$ cat src/rtl/correlation_feeder_if.sv
// Bundle of the correlation feeder's stream, bus and result signals.
// slave is the feeder's view; master is the surrounding environment's view.
interface correlation_feeder_if #(
  parameter int unsigned TAPS = 10,
  parameter int unsigned DW   = 4,
  parameter int unsigned YW   = 12
);
  logic                 coef_valid;
  logic [DW-1:0]        coef_data;
  logic                 coef_ready;
  logic                 s_valid;
  logic [DW-1:0]        s_data;
  logic                 s_ready;
  logic                 reload;
  logic [TAPS*DW-1:0]   x_bus;
  logic [TAPS*DW-1:0]   h_bus;
  logic [YW-1:0]        corr_y;
  logic                 m_valid;
  logic [YW-1:0]        m_data;
  logic                 m_ready;

  modport slave (
    input  coef_valid, coef_data, s_valid, s_data, reload, corr_y, m_ready,
    output coef_ready, s_ready, x_bus, h_bus, m_valid, m_data
  );

  modport master (
    output coef_valid, coef_data, s_valid, s_data, reload, corr_y, m_ready,
    input  coef_ready, s_ready, x_bus, h_bus, m_valid, m_data
  );
endinterface

$ cat src/rtl/correlation_feeder.sv
// Front/back end for the correlator datapath: serial coefficient load onto a static h bus,
// sliding sample window onto the x bus, and a result FIFO that captures corr_y LAT edges
// after each launched window.
module correlation_feeder #(
  parameter int unsigned TAPS  = 10,
  parameter int unsigned DW    = 4,
  parameter int unsigned YW    = 12,
  parameter int unsigned LAT   = 2,
  parameter int unsigned DEPTH = 4
) (
  input  logic                 clock,
  input  logic                 reset,
  correlation_feeder_if.slave  bus_io
);

  localparam int unsigned CntW   = (TAPS > 1) ? $clog2(TAPS) : 1;
  localparam int unsigned PtrW   = (DEPTH > 1) ? $clog2(DEPTH) : 1;
  localparam int unsigned CountW = $clog2(DEPTH + 1);
  localparam int unsigned OccW   = $clog2(DEPTH + LAT + 1);

  typedef enum logic [1:0] {StLoadCoef, StFill, StRun, StDrain} state_e;

  state_e                  state_q, state_d;
  logic [CntW-1:0]         cnt_q, cnt_d;
  logic [TAPS-1:0][DW-1:0] x_q, x_d;
  logic [TAPS-1:0][DW-1:0] h_q, h_d;
  logic [LAT-1:0]          tag_q, tag_d;

  logic [YW-1:0]           mem_q [DEPTH];
  logic [PtrW-1:0]         wr_ptr_q, wr_ptr_d;
  logic [PtrW-1:0]         rd_ptr_q, rd_ptr_d;
  logic [CountW-1:0]       count_q, count_d;

  logic [OccW-1:0]         occupancy;
  logic                    s_ready;
  logic                    accept;
  logic                    launch;
  logic                    push;
  logic                    pop;

  // Credit check: each result already queued or still in the tag pipe owns a FIFO slot,
  // so a launched window can never find the FIFO full when its result arrives.
  always_comb begin
    occupancy = OccW'(count_q);
    for (int i = 0; i < int'(LAT); i++) begin
      occupancy = occupancy + OccW'(tag_q[i]);
    end
    s_ready = ((state_q == StFill) || (state_q == StRun)) && (occupancy < OccW'(DEPTH));
    accept  = s_ready && bus_io.s_valid;
  end

  // Next state, coefficient writes, window shift and launch decision.
  always_comb begin
    state_d = state_q;
    cnt_d   = cnt_q;
    x_d     = x_q;
    h_d     = h_q;
    launch  = 1'b0;

    // Window shifts toward x_0; the newest sample enters at the top slice.
    if (accept) begin
      x_d = {bus_io.s_data, x_q[TAPS-1:1]};
    end

    case (state_q)
      StLoadCoef: begin
        if (bus_io.coef_valid) begin
          h_d[cnt_q] = bus_io.coef_data;
          if (cnt_q == CntW'(TAPS - 1)) begin
            state_d = StFill;
            cnt_d   = '0;
          end else begin
            cnt_d = cnt_q + CntW'(1);
          end
        end
      end
      StFill: begin
        if (accept) begin
          if (cnt_q == CntW'(TAPS - 2)) begin
            state_d = StRun;
            cnt_d   = '0;
          end else begin
            cnt_d = cnt_q + CntW'(1);
          end
        end
        if (bus_io.reload) begin
          state_d = StDrain;
        end
      end
      StRun: begin
        launch = accept;
        if (bus_io.reload) begin
          state_d = StDrain;
        end
      end
      StDrain: begin
        // Wait for every launched window's result to land before clearing the window.
        if (tag_q == '0) begin
          state_d = StLoadCoef;
          x_d     = '0;
          cnt_d   = '0;
        end
      end
      default: begin
        state_d = StLoadCoef;
      end
    endcase

    tag_d = (tag_q << 1) | LAT'(launch);
  end

  // FSM, window, coefficient and launch-tag registers.
  always_ff @(posedge clock) begin
    if (reset) begin
      state_q <= StLoadCoef;
      cnt_q   <= '0;
      x_q     <= '0;
      h_q     <= '0;
      tag_q   <= '0;
    end else begin
      state_q <= state_d;
      cnt_q   <= cnt_d;
      x_q     <= x_d;
      h_q     <= h_d;
      tag_q   <= tag_d;
    end
  end

  // FIFO pointer and occupancy bookkeeping; a tag leaving the pipe is a push.
  always_comb begin
    push     = tag_q[LAT-1];
    pop      = (count_q != '0) && bus_io.m_ready;
    wr_ptr_d = push ? wr_ptr_q + PtrW'(1) : wr_ptr_q;
    rd_ptr_d = pop ? rd_ptr_q + PtrW'(1) : rd_ptr_q;
    count_d  = count_q;
    if (push && !pop) begin
      count_d = count_q + CountW'(1);
    end else if (!push && pop) begin
      count_d = count_q - CountW'(1);
    end
  end

  // FIFO pointers and count.
  always_ff @(posedge clock) begin
    if (reset) begin
      wr_ptr_q <= '0;
      rd_ptr_q <= '0;
      count_q  <= '0;
    end else begin
      wr_ptr_q <= wr_ptr_d;
      rd_ptr_q <= rd_ptr_d;
      count_q  <= count_d;
    end
  end

  // FIFO storage; contents are don't-care until the pointers say otherwise.
  always_ff @(posedge clock) begin
    if (push) begin
      mem_q[wr_ptr_q] <= bus_io.corr_y;
    end
  end

  assign bus_io.coef_ready = (state_q == StLoadCoef);
  assign bus_io.s_ready    = s_ready;
  assign bus_io.x_bus      = x_q;
  assign bus_io.h_bus      = h_q;
  assign bus_io.m_valid    = (count_q != '0);
  assign bus_io.m_data     = mem_q[rd_ptr_q];

endmodule

$ cat src/flat_wrapper.sv
// flat-port wrapper written by rule: the top's interface ports become plain ports
module correlation_feeder_flat 
#(
  parameter int unsigned TAPS  = 10,
  parameter int unsigned DW    = 4,
  parameter int unsigned YW    = 12,
  parameter int unsigned LAT   = 2,
  parameter int unsigned DEPTH = 4
)
  (clock, reset, bus_io_coef_valid, bus_io_coef_data, bus_io_s_valid, bus_io_s_data, bus_io_reload, bus_io_corr_y, bus_io_m_ready, bus_io_coef_ready, bus_io_s_ready, bus_io_x_bus, bus_io_h_bus, bus_io_m_valid, bus_io_m_data);
  correlation_feeder_if #(.TAPS(TAPS), .DW(DW), .YW(YW)) bus_io_i ();
  input  logic clock;
  input  logic reset;
  input wire logic [$bits(bus_io_i.coef_valid)-1:0] bus_io_coef_valid;
  input wire logic [$bits(bus_io_i.coef_data)-1:0] bus_io_coef_data;
  input wire logic [$bits(bus_io_i.s_valid)-1:0] bus_io_s_valid;
  input wire logic [$bits(bus_io_i.s_data)-1:0] bus_io_s_data;
  input wire logic [$bits(bus_io_i.reload)-1:0] bus_io_reload;
  input wire logic [$bits(bus_io_i.corr_y)-1:0] bus_io_corr_y;
  input wire logic [$bits(bus_io_i.m_ready)-1:0] bus_io_m_ready;
  output wire logic [$bits(bus_io_i.coef_ready)-1:0] bus_io_coef_ready;
  output wire logic [$bits(bus_io_i.s_ready)-1:0] bus_io_s_ready;
  output wire logic [$bits(bus_io_i.x_bus)-1:0] bus_io_x_bus;
  output wire logic [$bits(bus_io_i.h_bus)-1:0] bus_io_h_bus;
  output wire logic [$bits(bus_io_i.m_valid)-1:0] bus_io_m_valid;
  output wire logic [$bits(bus_io_i.m_data)-1:0] bus_io_m_data;
  assign bus_io_i.coef_valid = bus_io_coef_valid;
  assign bus_io_i.coef_data = bus_io_coef_data;
  assign bus_io_i.s_valid = bus_io_s_valid;
  assign bus_io_i.s_data = bus_io_s_data;
  assign bus_io_i.reload = bus_io_reload;
  assign bus_io_i.corr_y = bus_io_corr_y;
  assign bus_io_i.m_ready = bus_io_m_ready;
  assign bus_io_coef_ready = bus_io_i.coef_ready;
  assign bus_io_s_ready = bus_io_i.s_ready;
  assign bus_io_x_bus = bus_io_i.x_bus;
  assign bus_io_h_bus = bus_io_i.h_bus;
  assign bus_io_m_valid = bus_io_i.m_valid;
  assign bus_io_m_data = bus_io_i.m_data;
  correlation_feeder #(.TAPS(TAPS), .DW(DW), .YW(YW), .LAT(LAT), .DEPTH(DEPTH)) u_core (.clock(clock), .reset(reset), .bus_io(bus_io_i));
endmodule
$ cat config.mk
export PLATFORM = sky130hd
export DESIGN_NAME = correlation_feeder_flat
export DESIGN_NICKNAME = d
export VERILOG_FILES = /design/src/rtl/correlation_feeder_if.sv /design/src/rtl/correlation_feeder.sv /design/src/flat_wrapper.sv
export SDC_FILE = /design/constraint.sdc
export NUM_CORES = 1
export LEC_CHECK = 0
export ABC_AREA = 0
export BUFFER_PORTS_ARGS = -buffer_cell sky130_fd_sc_hd__buf_2
export CORE_ASPECT_RATIO = 1.1
export CORE_MARGIN = 1
export CORE_UTILIZATION = 40
export DETAILED_ROUTE_END_ITERATION = 7
export GPL_TIMING_DRIVEN = 0
export MAX_ROUTING_LAYER = met4
export PLACE_DENSITY = 0.61
export SETUP_SLACK_MARGIN = 0.4
export SYNTH_ARGS = -nofsm -noshare
export SYNTH_HDL_FRONTEND = slang
export SYNTH_SLANG_ARGS = --single-unit
$ cat constraint.sdc
create_clock -name clock -period 2.68 [get_ports clock]
set_input_delay 0.268 -clock clock [delete_from_list [all_inputs] [get_ports clock]]
set_output_delay 0.268 -clock clock [all_outputs]
set_load 0.05 [all_outputs]
# Yosys cells after proc, flatten, opt, wreduce, memory -nomap -nowiden
# Memory sizes are Yosys's and may differ from the RTL's. A register that Yosys moved wholly into a read port is not among the register bits.
# Index checks and enable logic that the tools add are counted.
dict set report op_classes {
  add_sub_neg 7
  multipliers 0
  div_mod_pow 0
  magnitude_cmp 3
  n_eq_ne 12
  n_shift 0
  n_mux 27
  bitwise_logic 1
  n_reduce_logical 17
}
# op count
set op_table {}
lappend op_table {{$mux 40} 3}
lappend op_table {{$bwmux 40} 1}
lappend op_table {{$mux 4} 6}
lappend op_table {{$mux 2} 9}
lappend op_table {{$demux 4 s4} 1}
lappend op_table {{$pmux 4 s3} 1}
lappend op_table {{$eq 4x4->1 const B} 2}
lappend op_table {{$pmux 2 s4} 1}
lappend op_table {{$add 3x1->3} 2}
lappend op_table {{$logic_and 1x1->1} 6}
lappend op_table {{$mux 3} 2}
lappend op_table {{$ne 2x1->1 const B} 3}
lappend op_table {{$reduce_and 6->1} 1}
lappend op_table {{$reduce_bool 3->1} 2}
lappend op_table {{$lt 4x5->1 const B} 1}
lappend op_table {{$add 2x1->2 const B} 2}
lappend op_table {{$add 4x1->4 const B} 1}
lappend op_table {{$eq 2x2->1 const B} 2}
lappend op_table {{$ge 4x1->1 const B} 1}
lappend op_table {{$logic_not 2->1} 2}
lappend op_table {{$ne 2x2->1 const B} 2}
lappend op_table {{$reduce_and 4->1} 1}
lappend op_table {{$add 3x1->3 const B} 1}
lappend op_table {{$lt 3x3->1 const B} 1}
lappend op_table {{other kinds (10)} 13}
dict set report totals {
  regBits 95
  latch_bits 0
  ram_bits 48
  romBits 0
  output_inout_bits 95
  mem_count 1
}
# memory words word_bits read_ports rd_ports_with_merged_regs wr line_no
set memory_table {}
lappend memory_table {u_core.mem_q 4 12 1 1 1 correlation_feeder.sv:29} ;# logic [YW-1:0] mem_q [DEPTH];

# Longest topological paths before layout
dict set report logic_depth {
  depth_word 8
  ltp_mapped 8
  ltp_nobuf 8
}

# Worst setup path after synthesis
# Ideal clock, no wire load.
dict set report synth_path {
  path_kind {register to output}
  from {register u_core.count_q[0]}
  to {output port bus_io_s_ready}
  t_arrival_ps 2138
  t_required_ps 2412
  path_slack_ps 274
  stages_incl_launch_ff 5
  path_cell_list {dfxtp_1 > ha_1 > a21o_1 > and3b_4 > nor3b_1}
}
dict set report synth_via {
  elab_chain_len 4
}
# element line_no
set synth_rtl {}
lappend synth_rtl {{start, declared} correlation_feeder.sv:32} ;# logic [CountW-1:0] count_q, count_d;
lappend synth_rtl {{start signal, assigned} correlation_feeder.sv:152} ;# count_q <= count_d;
lappend synth_rtl {{$add 3x1->3 (2 in series)} correlation_feeder.sv:46} ;# occupancy = occupancy + OccW'(tag_q[i]);
lappend synth_rtl {{$lt 3x3->1} correlation_feeder.sv:48} ;# s_ready = ((state_q == StFill) || (state_q == StRun)) && (occupancy < OccW'(DEPTH));
lappend synth_rtl {{$logic_and 1x1->1} correlation_feeder.sv:48}
lappend synth_rtl {{end, declared} flat_wrapper.sv:22} ;# output wire logic [$bits(bus_io_i.s_ready)-1:0] bus_io_s_ready;
# Every way passes these cells.

# Final worst setup path
dict set report layout_path {
  from {register u_core.count_q[0]}
  to {register u_core.count_q[2]}
}
dict set report layout_via {
  elab_chain_len 5
  word_cells_on_any_way 10
  classes_between {2 x add/sub; 2 x mux; 6 x reduce/logical}
}
# element
set layout_rtl {}
lappend layout_rtl {{parallel branches: the longest is 5 deep, another holds $sub 3x1->3}}
# Parallel ways; which one is timed is not known. The select of a mux whose other input is x is not followed.
# A chain may end at the register's enable or synchronous reset.

==> metrics.csv <==
stage,metric,value,unit
floorplan,initial core utilization,41.3,%
floorplan,Die ar.,14800,um2
yosys,Mapped Avg Cell Area,11.5,um2
global_route,initial antenna violation count,0,
cts,CTS sink count,145,
critical_path,max incr delay on CP,410,ps
yosys,Synth Net Count,539,
critical_path,"Slowest-stage cell, CP",or3_4,
timing,Final period util,81.9,%
placed_design,HPWL after detailed placement,8840,um
critical_path,Top delay family on crit path,simple AND/OR/NAND/NOR gates,
run_status,status,"complete, no violations",
drt,Routed WL,12500,um
placed_design,DP Worst Slack,480,ps
yosys,Synth async-reset ratio,0,%
pwr,Peak VDD IR,0.339,mV
timing,setup TNS,0,ps
floorplan,FP Rows,45,
drt,Remaining DRCs,0,
drt,Initial DRC Count,205,
finish,area of the multi-input gates,2160,um2
critical_path,Startpoint Class,flip-flop,
finish,layout cells sized above 1,29.3,%
pwr,P per Cell Area,711,nW/um2
yosys,Seq cells post-synth,145,
critical_path,r2r setup slk,480,ps
cts,TritonCTS Buffers,17,
timing,"Hold Vio Cnt, Final",0,
finish,Final #Nets,674,
timing,Slew headroom,57.1,%
timing,final clock skew,8.75,ps
cts,Clock Pin Slew Worst Setup and Hold Paths,60,ps
finish,Area growth syn-to-layout,25.1,%
global_route,largest net degree at the start of global routing,17,
timing,fmax,455,MHz
floorplan,Placeable Area,13900,um2
floorplan,Top Ports,121,
drt,First-pass DRT Iterations,4,
drt,vias per cell,4.96,
placed_design,port bufs,116,
timing,final setup vio count,0,
cts,clk_lat worst skew,410,ps
critical_path,Setup crit end kind,flip-flop,
cts,Root Driver,clkbuf_16,
global_route,Tot GR Track Use,18.2,%
finish,n_diodes,0,
finish,# fillers,1303,
timing,"Slew Viols, Final",0,
floorplan,die height,128,um
cts,CTS Hold Bufs,0,
yosys,Syn Inst Count,498,
yosys,number of synthesized flops with an enable pin,48,
drt,routed length per placed instance,15.0,um
cts,htree depth,4,
critical_path,worst path bufs/invs,1,
yosys,Mapped Area,5740,um2
run,maxcap violations,0,
critical_path,data required time of the worst path,3020,ps
critical_path,CP Cell Sequence,or3_4 -> nand2_1 -> ha_2 -> inv_1 -> fa_1 -> xor2_1 -> or3_1 -> a21oi_1,
critical_path,crit path max fanout,4,
drt,ANT nets after route,0,
cts,worst-case clock buffer depth,2,
yosys,post-synth cell types,44,
placed_design,routability cong.,0.785,
global_route,Overflow after GRT,0,
hold_path,HP Class,input pin to flip-flop,
drt,Vias,4136,
yosys,Yosys warning total,0,
global_route,vias in the first global route,4020,
finish,FF/Latch Area,3380,um2
yosys,sequential fraction of the synthesis area,59.0,%
yosys,Main synth FF type,dfxtp_1,
global_route,first-pass GRT wire length,19800,um
pwr,Leak Pwr,2.94,nW
critical_path,CP Class,flip-flop to flip-flop,
critical_path,arrival time worst endpoint,2530,ps
timing,RSZ-0062 raised after global routing,yes,
floorplan,Die Width,116,um
timing,Slew @ Worst Pin,643,ps
timing,setup ws final,484,ps
timing,Final Critical Period,2200,ps
cts,CTS tree,yes,
## stage by stage
stage / std cells / power, mW / area, um2 / util (%) / hold WS [ps]
after global placement: 802 / 2.80 / 6560 / 47.2 / 454
after global routing: 834 / 5.29 / 7180 / 51.6 / 59.2
after floorplan: 498 / 2.70 / 5750 / - / 367
after CTS: 834 / 5.16 / 7170 / 51.6 / 56.1
after detailed placement: 802 / 2.81 / 6560 / 47.2 / 459
final: 834 / 5.11 / 7180 / 51.6 / 70.3
## metal layers
layer / wire length, um / vias to the layer above / GRT usage (%) / share of wire (%)
li1: - / 2033 / - / -
met1: 5420 / 1991 / 21.4 / 43
met2: 6480 / 97 / 30.1 / 52
met3: 447 / 15 / 3.37 / 3.6
met4: 183 / 0 / 8.45 / 1.5
met5: 0 / - / - / 0
## cell type report
cell class,count,area share (%)
Clock inverter,11,1.36
Timing Repair Buffer,116,8.12
Buffer,34,2.46
Multi-Input combinational cell,308,30.1
Sequential cell,145,47.1
Inverter,11,0.575
Clock buffer,21,7.02
Tap cell,188,3.28
## placed cells by master, fill, tap and decap left out, drive strengths merged, types with 12 or more instances in the layout
master and n:
dfxtp 97, nor2 64, o21ai 43, nand3 51
buf 130, ha 14, mux4 12, mux2i 45
nand2 23, inv 13, edfxtp 48, clkbuf 41
## state kept, by name (all words and copies together), names as in the netlist, named ones only
signal	cells
u_core.wr_ptr_q	2
u_core.bus_io.h_bus	40
u_core.rd_ptr_q	2
u_core.bus_io.x_bus	40
u_core.tag_q	2
u_core.count_q	3
u_core.mem_q	48
u_core.state_q	2
u_core.cnt_q	4
## tightest hold or removal path, cell delays in order
cell     delay, ps
buf_2           80
nand3_1         50
o21ai_0         60
## where the power goes
part / switching, mW / internal, mW
sequential: 0.0271 / 2.30
clock: 0.901 / 1.44
combinational: 0.292 / 0.147
## cells by family (layout without fill, tap and decap cells)
group	Yosys count	count (layout)	share of synthesized area [%]
flops	145	145	59.0
compound gates	66	66	7.28
simple gates	165	165	13.3
mux	57	57	12.6
fa+ha+maj	15	15	3.40
buf+inv	45	193	3.71
xor+xnor	5	5	0.763
## synthesized netlist by cell type (all sizes together) (11+ instances only)
library cell | n | share of area, %
dfxtp | 97 | 34
nor2 | 64 | 4.2
nand3 | 51 | 4.4
edfxtp | 48 | 25
mux2i | 45 | 7.8
o21ai | 43 | 4.3
nand2 | 23 | 1.5
clkbuf | 20 | 1.3
buf | 14 | 1.7
ha | 14 | 3.1
mux4 | 12 | 4.7
inv | 11 | 0.72
## timing repair
action | 4_1_cts | 5_1_grt
endpoints found under the hold margin | 0 | 0
pin swaps | 0 | 0
endpoints found under the setup margin | 11 | 12
buffers inserted | 0 | 0
gates resized for setup | 3 | 5
## worst paths after layout
path	from	to	cells after the start
worst max-delay path	u_core.count_q[0]	u_core.count_q[2]	8
worst min-delay path	bus_io_s_data[1]	u_core.bus_io.x_bus[37]	3
worst max register to register	u_core.count_q[0]	u_core.count_q[2]	8
worst min register to register	u_core.bus_io.x_bus[2]	u_core.bus_io.x_bus[2]	2
Note: power is estimated with default switching activity, not from simulation.
